--- config.mk ---
export PLATFORM = sky130hd
export DESIGN_NAME = instr_fetch_unit
export DESIGN_NICKNAME = d
export VERILOG_FILES = /design/src/rtl/fetch_pkg.sv /design/src/rtl/fetch_out_reg.sv /design/src/rtl/instr_fetch_unit.sv
export SDC_FILE = /design/constraint.sdc
export NUM_CORES = 1
export LEC_CHECK = 0
export CORE_ASPECT_RATIO = 2
export CORE_UTILIZATION = 46
export CTS_BUF_LIST = sky130_fd_sc_hd__clkbuf_4
export CTS_CLUSTER_SIZE = 28
export DETAILED_ROUTE_END_ITERATION = 8
export HOLD_SLACK_MARGIN = 0.03
export PLACE_DENSITY = 0.82
export SLEW_MARGIN = 0
export SYNTH_ARGS = -nofsm -noshare
export SYNTH_HDL_FRONTEND = slang
export SYNTH_SLANG_ARGS = --single-unit
--- constraint.sdc ---
create_clock -name clk -period 2.8 [get_ports clk]
set_input_delay 0.42 -clock clk [delete_from_list [all_inputs] [get_ports clk]]
set_output_delay 0.42 -clock clk [all_outputs]
set_load 0.02 [all_outputs]
--- src/rtl/fetch_pkg.sv ---
// Purpose: shared types and helpers for the instruction fetch stage (FSM states, text base, PC legality).
// Latency: n/a (declarations only).
// Backpressure: n/a.
package fetch_pkg;

    typedef enum logic [1:0] {
        ST_IDLE   = 2'd0,
        ST_RUN    = 2'd1,
        ST_HALTED = 2'd2,
        ST_FAULT  = 2'd3
    } fetch_state_t;

    localparam logic [31:0] TEXT_BASE_DEFAULT = 32'h0040_0000;

    // Operands are widened to 64 bits so base + 4*words never wraps,
    // even when the text segment ends at the very top of the address space.
    function automatic logic pc_legal(input logic [63:0] pc,
                                      input logic [63:0] base,
                                      input logic [63:0] words);
        return (pc[1:0] == 2'b00) && (pc >= base) && (pc < base + (words << 2));
    endfunction

endpackage

--- src/rtl/fetch_out_reg.sv ---
// Purpose: valid/ready output register holding one fetched instruction with its PC and PC+4.
// Latency: 1 cycle from load to valid; registered outputs only.
// Backpressure: contents hold while valid && !consume; flush drops contents regardless of consume.
// Ports: clk/rst_n; load/flush/consume controls; load_* data in; valid/instr/pc/pc_plus4 out.
module fetch_out_reg #(
    parameter int DATA_WIDTH = 32
) (
    input  logic                  clk,
    input  logic                  rst_n,
    input  logic                  load,
    input  logic                  flush,
    input  logic                  consume,
    input  logic [DATA_WIDTH-1:0] load_instr,
    input  logic [DATA_WIDTH-1:0] load_pc,
    input  logic [DATA_WIDTH-1:0] load_pc_plus4,
    output logic                  valid,
    output logic [DATA_WIDTH-1:0] instr,
    output logic [DATA_WIDTH-1:0] pc,
    output logic [DATA_WIDTH-1:0] pc_plus4
);

    always_ff @(posedge clk or negedge rst_n) begin
        if (!rst_n) begin
            valid    <= 1'b0;
            instr    <= '0;
            pc       <= '0;
            pc_plus4 <= '0;
        end else if (flush) begin
            // Only the valid bit is dropped; stale data is harmless behind valid=0.
            valid <= 1'b0;
        end else if (load) begin
            valid    <= 1'b1;
            instr    <= load_instr;
            pc       <= load_pc;
            pc_plus4 <= load_pc_plus4;
        end else if (valid && consume) begin
            valid <= 1'b0;
        end
    end

endmodule

--- src/rtl/instr_fetch_unit.sv ---
// Purpose: owns the PC, drives the combinational ROM address, captures words into a valid/ready output register.
// Latency: 1 cycle PC->if_valid; 1 instruction/cycle while if_ready is high.
// Backpressure: if_ready low freezes the output register and the PC; redirect flushes regardless of if_ready.
// Ports: clk/rst_n; start/halt/redirect_valid/redirect_pc control; rom_addr/rom_q ROM port;
//        if_valid/if_ready/if_instr/if_pc/if_pc_plus4 to decode; fault/fetch_count/state status.
module instr_fetch_unit
    import fetch_pkg::*;
#(
    parameter int                    DATA_WIDTH = 32,
    parameter logic [DATA_WIDTH-1:0] TEXT_BASE  = DATA_WIDTH'(TEXT_BASE_DEFAULT),
    parameter int                    TEXT_WORDS = 64
) (
    input  logic                  clk,
    input  logic                  rst_n,
    input  logic                  start,
    input  logic                  halt,
    input  logic                  redirect_valid,
    input  logic [DATA_WIDTH-1:0] redirect_pc,
    output logic [DATA_WIDTH-1:0] rom_addr,
    input  logic [DATA_WIDTH-1:0] rom_q,
    output logic                  if_valid,
    input  logic                  if_ready,
    output logic [DATA_WIDTH-1:0] if_instr,
    output logic [DATA_WIDTH-1:0] if_pc,
    output logic [DATA_WIDTH-1:0] if_pc_plus4,
    output logic                  fault,
    output logic [31:0]           fetch_count,
    output logic [1:0]            state
);

    logic [DATA_WIDTH-1:0] pc_q;
    logic [DATA_WIDTH-1:0] pc_next_seq;
    fetch_state_t          state_q;
    logic                  fault_q;
    logic [31:0]           count_q;
    logic                  pc_ok;
    logic                  redirect_take;
    logic                  fetch;

    assign pc_next_seq   = pc_q + DATA_WIDTH'(4);
    assign pc_ok         = pc_legal(64'(pc_q), 64'(TEXT_BASE), 64'(TEXT_WORDS));
    // Redirects are only honoured while the unit is still live.
    assign redirect_take = redirect_valid && ((state_q == ST_IDLE) || (state_q == ST_RUN));
    assign fetch         = (state_q == ST_RUN) && pc_ok && !redirect_valid && !halt &&
                           (!if_valid || if_ready);

    assign rom_addr    = pc_q;
    assign fault       = fault_q;
    assign fetch_count = count_q;
    assign state       = state_q;

    always_ff @(posedge clk or negedge rst_n) begin
        if (!rst_n) begin
            pc_q    <= TEXT_BASE;
            state_q <= ST_IDLE;
            fault_q <= 1'b0;
            count_q <= '0;
        end else begin
            if (redirect_take) begin
                pc_q <= redirect_pc;
            end else if (fetch) begin
                pc_q <= pc_next_seq;
            end

            if (fetch) begin
                count_q <= count_q + 32'd1;
            end

            case (state_q)
                ST_IDLE: begin
                    if (start) state_q <= ST_RUN;
                end
                ST_RUN: begin
                    if (halt) begin
                        state_q <= ST_HALTED;
                    end else if (!redirect_valid && !pc_ok) begin
                        // Legality is checked at fetch time, so a bad redirect target
                        // is only caught on the cycle after it is loaded.
                        state_q <= ST_FAULT;
                        fault_q <= 1'b1;
                    end
                end
                default: ;
            endcase
        end
    end

    fetch_out_reg #(
        .DATA_WIDTH(DATA_WIDTH)
    ) u_out_reg (
        .clk          (clk),
        .rst_n        (rst_n),
        .load         (fetch),
        .flush        (redirect_take),
        .consume      (if_ready),
        .load_instr   (rom_q),
        .load_pc      (pc_q),
        .load_pc_plus4(pc_next_seq),
        .valid        (if_valid),
        .instr        (if_instr),
        .pc           (if_pc),
        .pc_plus4     (if_pc_plus4)
    );

endmodule
-- Word-level counts from Yosys, hierarchy flattened
Cells that the tools add are included.
- add/sub/neg operators: 2
- $lt $le $gt $ge: 2
- eq/ne operators: 3
- muxes and demuxes: 9
- bitwise operators: 2
- reductions and logical operators: 23
- operators by type and width (cell ; count):
    2-to-1 mux 32 bit ; 2
    adder 32 x 1 -> 32 bit, second input constant ; 1
    adder 32 x 3 -> 32 bit, second input constant ; 1
    greater-or-equal comparator 32 x 23 -> 1 bit, second input constant ; 1
    < comparator 32 x 23 -> 1 bit, second input constant ; 1
    logical AND 1 bit ; 9
    2-to-1 mux 2 bit ; 3
    AND reduction 3 bit ; 2
    logical NOT 1 bit ; 4
    logical NOT 2 bit ; 2
    case mux 2 bit (2 select lines) ; 1
    nonzero test 2 bit ; 2
    2-to-1 mux 1 bit ; 3
    inequality test 3 x 2 -> 1 bit, second input constant ; 1
    nonzero test 3 bit ; 1
    equality test 2 x 1 -> 1 bit, second input constant ; 1
    logical OR 1 bit ; 2
    inequality test 2 bit, second input constant ; 1
    NOT 1 bit ; 2
    AND reduction 2 bit ; 1
- flip-flop bits (word level): 164
- input port bits: 70

-- Longest topological paths before layout
Gate-level depths: netlist (run 1).
- depth in word-level cells: 9
- depth in mapped cells: 8
- mapped depth without buffers: 6

-- Hierarchy
From an unflattened synthesis (run 1), not the netlist that was laid out.
- cell total of the unflattened synthesis: 601
- area, all modules: 7465.9 um2
- modules (own cells, without submodules) (module ; times used ; cells an instance ; area each (um2)):
    fetch_out_reg ; 1 ; 208 ; 3811.2
    instr_fetch_unit ; 1 ; 393 ; 3654.8

-- Worst setup path before layout (run 1)
No wires, ideal clock.
- path kind: reg-to-reg
- from: register pc_q[22], in the netlist rom_addr[22]
- to: register count_q[24], in the netlist fetch_count[24]
- setup time: 131 ps
- data arrival time: 2071 ps
- slack: 597 ps
- cell stages (with the launch flop): 7
- clock period less this slack: 2203 ps
- path through: dfstp_2 > nor4b_2 > nand4_1 > or3_1 > buf_2 > or4_4 > xnor2_2
- word-level cells in the longest chain between the ends: 7
- elaborated cells on any way between the ends: 8
- ends and longest elaborated chain (what ; line ; source):
    start, declared ; instr_fetch_unit.sv:31 ; logic [DATA_WIDTH-1:0] pc_q;
    start signal, assigned ; instr_fetch_unit.sv:60 ; pc_q <= redirect_pc;
    start signal, assigned ; instr_fetch_unit.sv:62 ; pc_q <= pc_next_seq;
    greater-or-equal comparator 32 x 23 -> 1 bit ; fetch_pkg.sv:20 ; return (pc[1:0] == 2'b00) && (pc >= base) && (pc < base + (words << 2));
    logical AND 1 bit ; fetch_pkg.sv:20 ;
    logical AND 1 bit (*) ; fetch_pkg.sv:20 ;
    logical AND 1 bit (*) (4 in series) ; instr_fetch_unit.sv:44 ; assign fetch = (state_q == ST_RUN) && pc_ok && !redirect_valid && !halt &&
    end signal, assigned ; instr_fetch_unit.sv:66 ; count_q <= count_q + 32'd1;
    end, declared ; instr_fetch_unit.sv:35 ; logic [31:0] count_q;
Mark *: on every way between the ends. The rest lies on a longest branch, timed or not.
A chain may end at the register's enable or synchronous reset.

-- Final worst setup path (run 1)
- from: register pc_q[30], in the netlist rom_addr[30]
- to: register count_q[6], in the netlist fetch_count[6]
Same word-level chain as after synthesis.

==> metrics.txt, run 1 <==
setup repair bufs after CTS=0; htree depth=4; Pint=roughly 3300 µW; Seq pwr share=0.561; vias in the first global route=roughly 5300; worst setup path start=rom_addr[30]$_DFFE_PN0P_; top post-synthesis cells by count=nand2_1, dfrtp_1, and2_1; CTS tree=yes; Net Sw Power=1300 µW; largest area contributor in the netlist=dfrtp_1; largest family of logic cells by synthesized area=simple AND/OR/NAND/NOR gates; status=completed; vias per inst=roughly 5.2; largest fanout on the critical path=15; Syn Area/Cell=10.4 µm²; period utilization=0.870; RSZ-0062 raised after global routing=no; Fin. Hold Viols=0; core box area=13500 µm²; xor and xnor fraction of the mapped netlist area=0.0491; WS Path Type=flip-flop to flip-flop; Critical Path RT=3.22 ns; Seq cells post-synth=approximately 160; CTS buffer count=17; Min-Delay Startpoint=redirect_pc[22]; die height=169 µm; Post-Route Setup TNS=0 ns; drt drc=0; root buffer cell=clkbuf_4; max_cap viols=0; post-synth cell types=36; Arr. time, crit path=2.86 ns; num ports=234; compound-cell area share of the yosys netlist=0.0254; DR pass1 iterations=4; Max clock buf depth=2; R2R depth=6; first-pass GRT wire length=26600 µm; GRT Util Overall=0.240; post-route ant nets=0; final instance area=a little over 9000 µm²; Pleak=0.00437 µW; commonest register cell after synthesis=dfrtp_1; Mapped Nets=between 600 and 700; largest net degree at the start of global routing=79; initial drt markers=213; Die Wd=85.4 µm; Crit path largest cell delay=about 0.54 ns; Synth top area share=0.630; # rows=60; drt total wl=16400 µm; die area=14400 µm²; global route overflow=0; cell-by-cell trace of the critical path=nor4_1 -> nand4_1 -> or3_4 -> buf_4 -> or3_1 -> xnor2_1; min-delay worst type=primary input to flip-flop; Avg WL per Cell=approximately 16 µm; cell count after synthesis=615; post-CTS sizing=0; clock power share=0.290; dominant cell by count in the synthesized netlist=nand2_1; Synth area leaders=dfrtp_1, nand2_1, and2_1, xnor2_1, xor2_1; CP Launch Type=flip-flop; Power Density=between 400 and 500 nW/µm²; Pins Over Slew Limit=0; Placed Cells=981; Initial Util=0.474; NumNets Final=919; gpl congestion=0.811; initial antenna violation count=1; maximum VDD drop=0.000436 V; clk_lat worst skew=0.54 ns; mapped cell area=6400 µm²; Layout Cells excl Fill=1015; proportion of synthesized area in mux cells=0.00176; Post-Synth Simple-Gate Area=0.254; min Tclk post-route=roughly 2.4 ns; Worst Tran Pin Value=0.715 ns; clk slew on worst S/H paths=0.14 ns; Max Freq=410 MHz; cts hold-fix bufs=1; layout overhead on the synthesized area=43.9%; Sw Share=0.285; multi-input logic area=2160 µm²; post-DP HPWL=12100 µm; total power=~4600 µW; Worst Hold Depth=3; vias post-DR=5253; R2R Path Start=rom_addr[30]$_DFFE_PN0P_; # fillers=1018; setup violators final=0; sequential fraction of the synthesis area=0.634; Slowest-stage cell, CP=or3_4; Synth Area in Adders=0.00587; asr flop ratio synth=1.00; Slew headroom=0.523; share of cells above drive strength 1=0.0675; clock skew=~0.024 ns; register area=between 4000 and 5000 µm²; Sink Count=between 150 and 200; Setup crit end kind=flip-flop; number of synthesized flops with an enable pin=0; YS warnings=0; IO buf count=233; Placement Cell Area=8930 µm²; Comb pwr share=0.150
-- kinds of logic after synthesis --
family | count (synthesis)
adder cells (fa/ha/maj) | 3
multiplexers | 1
flip-flops | 162
XOR/XNOR | 35
buffers and inverters | 45
AO/OA/AOI/OAI | 23
AND/OR/NAND/NOR | 346
-- stage by stage --
step,hold WS (ns),utilization,worst slack [ns]
final,0.371,0.682,0.363
after global routing,0.337,0.682,0.259
after CTS,0.311,0.681,0.332
after detailed placement,0.444,0.661,0.187
after global placement,0.444,0.661,0.224
after floorplan,0.124,-,0.597
-- sequential cells by signal (all words and copies together), names as in the netlist --
name / cells
fault: 1
fetch_count: 32
rom_addr: 32
state: 2
u_out_reg.instr: 32
u_out_reg.pc: 30
u_out_reg.pc_plus4: 32
u_out_reg.valid: 1
-- final timing paths --
check	slack, ns	end
max	0.36	fetch_count[6]$_DFFE_PN0P_
min	0.37	rom_addr[22]$_DFFE_PN1P_
max reg2reg	0.36	fetch_count[6]$_DFFE_PN0P_
min reg2reg	0.47	fault$_DFFE_PN0P_
max in group asynchronous	1.56	u_out_reg.instr[22]$_DFFE_PN0P_
min in group asynchronous	0.46	fetch_count[19]$_DFFE_PN0P_
-- layout by cell type, fill, tap and decap left out, drive strengths merged, types with 12 or more instances in the layout --
master and instances:
buf 13, nor4 13, xnor2 21, dfrtp 161, inv 16, clkbuf 19
nand4 15, nand3 22, xor2 14, nor2 12, nand2 209, clkdlybuf4s50 232
and2 50
-- area by class of cell --
| cell class | count | share of cell area |
|---|---|---|
| sequential | 162 | 0.440 |
| timing repair buffer | 246 | 0.270 |
| multi-input combinational | 408 | 0.235 |
| tap | 155 | 0.0211 |
| clock buffer | 19 | 0.0155 |
| clock inverter | 13 | 0.0139 |
| inverter | 11 | 0.00448 |
| antenna | 1 | 0.000272 |
-- routing by layer --
layer  vias to the layer above  global-route usage  wire length, µm
li1                       2439                   -                -
met4                         0               0.139              738
met5                         -                   0                0
met2                       232               0.417             8850
met1                      2532               0.270             5940
met3                        50              0.0473              891
-- critical path: cells and delay by family, from the launching register on --
| family | cells | cell delay [ns] |
|---|---|---|
| xor+xnor | 1 | 0.14 |
| buf+inv | 1 | 0.21 |
| flops | 1 | 0.43 |
| simple gates | 4 | 1.55 |
-- power by group through the flow --
stage               sequential, µW  clock [µW]  combinational (µW)
floorplan                     2710           0                 157
CTS                           2570        1380                 694
global route                  2590        1480                 734
global placement              2610           0                 674
detailed placement            2610           0                 688
finish                        2570        1330                 685
No activity file was read; power rests on OpenSTA's default activity.
==> run 2, diff against run 1 <==
--- a/config.mk
+++ b/config.mk
@@ -5,8 +5,9 @@
 export SDC_FILE = /design/constraint.sdc
 export NUM_CORES = 1
 export LEC_CHECK = 0
+export ABC_AREA = 1
 export CORE_ASPECT_RATIO = 2
-export CORE_UTILIZATION = 46
+export CORE_UTILIZATION = 47
 export CTS_BUF_LIST = sky130_fd_sc_hd__clkbuf_4
 export CTS_CLUSTER_SIZE = 28
 export DETAILED_ROUTE_END_ITERATION = 8
==> run 2 against run 1 <==
Net effect:
- setup slack better by 0.23 ns
- largest cell class unchanged
- via count increased by 12%
- critical path type is now flip-flop to primary output
- non-clock buffer count shrank 4
- cell area is 4.7% higher
- clock-buffer cell count shrank 2
- total power fell by 15%
- clock power decreased by 13%
- critical path depth fell by 5
- sequential power decreased by 7%
- clock skew shrank 0.0059 ns
==> metrics.txt, run 2 <==
cell count after synthesis=between 700 and 800; Seq cells post-synth=162; CP Launch Type=flip-flop; initial antenna violation count=1; post-DP HPWL=13200 µm; Pleak=between 0.004 and 0.005 µW; vias per inst=4.78; layout overhead on the synthesized area=40.3%; commonest register cell after synthesis=dfrtp_1; vias post-DR=5901; Layout Cells excl Fill=1234; largest fanout on the critical path=5; Syn Area/Cell=8.67 µm²; post-synth cell types=30; Max Freq=453 MHz; Top Family by Delay on Critical Path=buffers and inverters; # fillers=between 1000 and 1500; drt drc=0; Final Util=0.672; Setup crit end kind=primary output; Mapped Nets=865; setup violators final=0; dominant cell by count in the synthesized netlist=nand2_1; min Tclk post-route=2.21 ns; multi-input logic area=2210 µm²; most frequent cells in the layout=nand2_1, clkdlybuf4s50_1, dfrtp_1; period utilization=0.788; Power Density=between 400 and 500 nW/µm²; CP Buf/Inv Count=1; largest net degree at the start of global routing=72; # rows=62; initial drt markers=285; Sink Count=~160; root buffer cell=clkbuf_4; die height=173 µm; Placement Cell Area=9410 µm²; drt total wl=17800 µm; Worst Tran Pin Value=around 0.68 ns; maximum VDD drop=between 0.0003 and 0.0004 V; Pins Over Slew Limit=0; max_cap viols=0; Max clock buf depth=2; WS Path Type=flip-flop to primary output; CTS tree=yes; clk_lat worst skew=about 0.55 ns; mapped cell area=6870 µm²; htree depth=4; die area=15100 µm²; IO buf count=roughly 230; gpl congestion=0.809; number of synthesized flops with an enable pin=0; Synth top area share=0.587; sequential fraction of the synthesis area=0.590; Initial Util=0.479; Crit path largest cell delay=around 0.65 ns; Fin. Hold Viols=0; CTS buffer count=17; GRT Util Overall=0.250; core box area=14400 µm²; status=completed; most common cell after layout, fill and taps aside=nand2_1; final instance area=9640 µm²; Critical Path RT=around 2.4 ns; Synth area leaders=dfrtp_1, nand2_1, inv_1, nor2_1, o21ai_0; YS warnings=0; DR pass1 iterations=4; Slew headroom=0.544; vias in the first global route=~5900; clock skew=0.0183 ns; Avg WL per Cell=~14 µm; Placed Cells=1200; top post-synthesis cells by count=nand2_1, dfrtp_1, inv_1; register area=about 4100 µm²; largest area contributor in the netlist=dfrtp_1; global route overflow=0; Die Wd=a little under 90 µm; asr flop ratio synth=1.00; cell-by-cell trace of the critical path=clkdlybuf4s50_1; num ports=234; setup repair bufs after CTS=0; Slowest-stage cell, CP=clkdlybuf4s50_1; first-pass GRT wire length=28900 µm; min-delay worst type=primary input to flip-flop; RSZ-0062 raised after global routing=no; Post-Route Setup TNS=0 ns; share of cells above drive strength 1=0.0509; post-route ant nets=0; clk slew on worst S/H paths=around 0.13 ns; Arr. time, crit path=1.79 ns; NumNets Final=1101
-- run 2: changes by cell type after synthesis, moves of 19 or more --
cell,before,now
inv_1,11,121
and2_1,49,0
nor2_1,12,54
o21ai_0,6,25
clkbuf_1,24,5
nand2_1,209,291
-- run 2: power breakdown --
group          total [µW]  switching, µW  internal, µW
clock                1160            823           338
combinational         319            154           165
sequential           2400           29.0          2370
total                3880           1010          2870
-- run 2: worst min-delay path, delay by kind of cell --
family	cells	cell delay (ns)
buf+inv	1	0.39
simple gates	2	0.10
-- run 2: final timing paths --
kind	cells past startpoint	slack, ns	end	start
worst max-delay path	1	0.59	rom_addr[22]	rom_addr[22]$_DFFE_PN1P_
worst min-delay path	3	0.38	u_out_reg.instr[14]$_DFFE_PN0P_	rom_q[14]
worst max register to register	10	0.66	fetch_count[27]$_DFFE_PN0P_	rom_addr[16]$_DFFE_PN0P_
worst min register to register	2	0.48	u_out_reg.pc[23]$_DFFE_PN0P_	u_out_reg.pc[23]$_DFFE_PN0P_
max in group asynchronous	3	1.62	rom_addr[22]$_DFFE_PN1P_	rst_n
min in group asynchronous	2	0.43	fetch_count[22]$_DFFE_PN0P_	rst_n
-- run 2: logic make-up (layout without fill, tap and decap cells) --
family / count (synthesis) / count (layout) / share of synthesized area
AND/OR/NAND/NOR: 412 / 412 / 0.250
flip-flops: 162 / 162 / 0.590
buffers and inverters: 149 / 398 / 0.0876
AO/OA/AOI/OAI: 45 / 45 / 0.0401
adder cells (fa/ha/maj): 3 / 3 / 0.00547
other: 0 / 1 / 0
XOR/XNOR: 21 / 21 / 0.0268
-- run 2: timing repair --
item	4_1_cts	5_1_grt
hold buffers	1	0
hold endpoints to repair	69	0
resized for setup	0	0
endpoints found under the setup margin	0	0
-- run 2: layout make-up --
cell class / count / area share
Antenna cell: 1 / 0.000260
Clock buffer: 17 / 0.0132
Clock inverter: 15 / 0.00973
Inverter: 124 / 0.0483
Multi-Input combinational cell: 481 / 0.230
Sequential cell: 162 / 0.421
Tap cell: 192 / 0.0249
Timing Repair Buffer: 242 / 0.253
-- run 2: layer usage --
layer  share of wire  routed length [µm]  track usage
met4           0.050                 896        0.147
met3           0.044                 781       0.0458
met2            0.53                9520        0.433
met1            0.37                6600        0.279
met5               0                   0            0
-- run 2: through the flow --
stage | power (µW) | hold WS [ns] | worst slack, ns
floorplan | 2530 | 0.124 | 0.961
global placement | 2760 | 0.447 | 0.490
detailed placement | 2760 | 0.451 | 0.451
CTS | 3930 | 0.340 | 0.550
global route | 4050 | 0.327 | 0.460
finish | 3880 | 0.383 | 0.593
==> run 3, diff against run 2 <==
--- a/config.mk
+++ b/config.mk
@@ -7,12 +7,12 @@
 export LEC_CHECK = 0
 export ABC_AREA = 1
 export CORE_ASPECT_RATIO = 2
-export CORE_UTILIZATION = 47
+export CORE_UTILIZATION = 43
 export CTS_BUF_LIST = sky130_fd_sc_hd__clkbuf_4
 export CTS_CLUSTER_SIZE = 28
 export DETAILED_ROUTE_END_ITERATION = 8
 export HOLD_SLACK_MARGIN = 0.03
-export PLACE_DENSITY = 0.82
+export PLACE_DENSITY = 0.79
 export SLEW_MARGIN = 0
 export SYNTH_ARGS = -nofsm -noshare
 export SYNTH_HDL_FRONTEND = slang
==> constraint.sdc (replaced) <==
create_clock -name clk -period 1.77 [get_ports clk]
set_input_delay 0.2655 -clock clk [delete_from_list [all_inputs] [get_ports clk]]
set_output_delay 0.2655 -clock clk [all_outputs]
set_load 0.02 [all_outputs]
==> run 3 against run 2 <==
Net effect:
- clock-buffer cell count is 1 higher
- via count rose by 12%
- critical path type is now flip-flop to flip-flop
- largest cell class unchanged
- first-iteration DRC count is 14% higher
- the flow now finishes with violations (setup timing)
- largest power group unchanged
==> metrics.txt, run 3 (same netlist as run 2, synthesis figures left out) <==
initial drt markers=324; post-DP HPWL=14700 µm; htree depth=4; layout overhead on the synthesized area=63.0%; vias post-DR=around 6600; Max clock buf depth=2; die area=16500 µm²; NumNets Final=roughly 1200; global route overflow=0; vias per inst=between 4 and 5; GRT Util Overall=0.273; largest net degree at the start of global routing=51; post-route ant nets=0; die height=between 150 and 200 µm; worst reg-to-reg setup slack=-0.12 ns; Initial Util=0.438; r2r endpoint=fetch_count[16]$_DFFE_PN0P_; Critical Path RT=roughly 2.2 ns; RSZ-0062 raised after global routing=yes; first-pass GRT wire length=34600 µm; CP Launch Type=flip-flop; drt total wl=about 23000 µm; clk_lat worst skew=~0.56 ns; Arr. time, crit path=about 2.3 ns; share of cells above drive strength 1=0.231; Max Freq=roughly 530 MHz; Pins Over Slew Limit=0; CTS buffer count=17; failing checks=setup timing; Fin. Hold Viols=0; num ports=234; most common cell after layout, fill and taps aside=nand2_1; clock skew=0.0200 ns; Setup crit end kind=flip-flop; Die Wd=around 91 µm; most frequent cells in the layout=nand2_1, dfrtp_1, dlygate4sd2_1; root buffer cell=clkbuf_4; Worst Tran Pin Value=0.535 ns; period utilization=1.07; Power Density=581 nW/µm²; IO buf count=roughly 230; Pleak=around 0.0064 µW; Sink Count=162; status=complete, but fails checks; Crit path largest cell delay=0.57 ns; CP most frequent cell=buf_12; cell-by-cell trace of the critical path=nand3_2 -> nor2_2 -> nand2_2 -> nor2_4 -> nand3_4 -> buf_12 -> clkinv_8 -> buf_12 -> nand3b_1 -> xor2_1; final instance area=about 11000 µm²; R2R Path Start=rom_addr[22]$_DFFE_PN1P_; # rows=65; vias in the first global route=about 7000; clk slew on worst S/H paths=0.14 ns; setup ws final=-0.122 ns; setup violators final=103; WS Path Type=flip-flop to flip-flop; gpl congestion=0.850; core box area=approximately 16000 µm²; CTS tree=yes; min-delay worst type=primary input to asynchronous set/reset pin; drt drc=0; R2R depth=10; Slowest-stage cell, CP=dfstp_2; Placement Cell Area=10000 µm²; Slew headroom=0.643; Avg WL per Cell=approximately 17 µm; initial antenna violation count=2; maximum VDD drop=0.000463 V; min Tclk post-route=1.89 ns; DR pass1 iterations=5; Hold Slack=0.219 ns; max_cap viols=0; largest fanout on the critical path=7
[run 3: cell count changes in the layout (fill, tap and decap cells not counted), moves of 11 or more]
cell | previous run | this run
clkdlybuf4s50_1 | 232 | 68
nand2_2 | 1 | 48
buf_6 | 1 | 13
nand2_4 | 0 | 14
nor2_1 | 53 | 42
dlygate4sd2_1 | 0 | 157
nand2_1 | 291 | 229
buf_12 | 3 | 16
buf_4 | 5 | 72
[run 3: how the worst max path moves through the flow]
stage	from	endpoint	slack (ns)	cells past startpoint
after floorplan	fetch_count[0]$_DFFE_PN0P_	fetch_count[28]$_DFFE_PN0P_	0.008	10
after global placement	halt	fetch_count[25]$_DFFE_PN0P_	-0.09	10
after detailed placement	halt	fetch_count[25]$_DFFE_PN0P_	-0.16	10
after CTS	rom_addr[22]$_DFFE_PN1P_	u_out_reg.pc_plus4[21]$_DFFE_PN0P_	-0.14	9
after global routing	rom_addr[22]$_DFFE_PN1P_	fetch_count[16]$_DFFE_PN0P_	-0.19	10
final	rom_addr[22]$_DFFE_PN1P_	fetch_count[16]$_DFFE_PN0P_	-0.12	10
[run 3: through the flow]
stage / setup slack (ns) / power, µW / utilization / setup TNS [ns] / cells
after floorplan: 0.00804 / 4010 / - / 0 / 792
after global placement: -0.0879 / 4460 / 0.639 / -2.54 / 1280
after detailed placement: -0.157 / 4470 / 0.639 / -9.01 / 1280
after CTS: -0.140 / 6550 / 0.684 / -9.50 / 1337
after global routing: -0.194 / 6750 / 0.713 / -16.16 / 1351
final: -0.122 / 6500 / 0.713 / -5.43 / 1351
[run 3: power by group]
part | switching (µW) | internal, µW
clock | 1300 | 820
sequential | 29.2 | 3750
combinational | 300 | 306
total | 1630 | 4870
[run 3: timing repair]
| item | CTS | global route |
|---|---|---|
| hold buffers | 1 | 0 |
| endpoints found under the setup margin | 290 | 160 |
| gates resized for setup | 237 | 106 |
| cloned | 13 | 7 |
| endpoints found under the hold margin | 58 | 0 |
| setup buffers | 13 | 12 |
| pin swaps | 13 | 29 |
[run 3: metal layers]
layer  track usage  up-vias  wire length (µm)
li1              -     3104                 -
met1         0.273     3190              7710
met2         0.511      263             12400
met3        0.0450       80              1130
met4         0.172        0              1440
met5             0        -                 0
[run 3: layout make-up]
| type | count | area (µm²) |
|---|---|---|
| Fill cell | 1179 | 4500 |
| Sequential cell | 162 | 4060 |
| Timing Repair Buffer | 349 | 3530 |
| Multi-Input combinational cell | 483 | 2610 |
| Inverter | 124 | 478 |
| Tap cell | 201 | 251 |
| Clock buffer | 18 | 135 |
| Clock inverter | 12 | 118 |
| Antenna cell | 2 | 5.00 |
[run 3: critical path: cells and delay by family (launching register included)]
family	cells	cell delay [ns]
XOR/XNOR	1	0.14
flip-flops	1	0.57
buffers and inverters	3	0.38
AND/OR/NAND/NOR	6	0.67
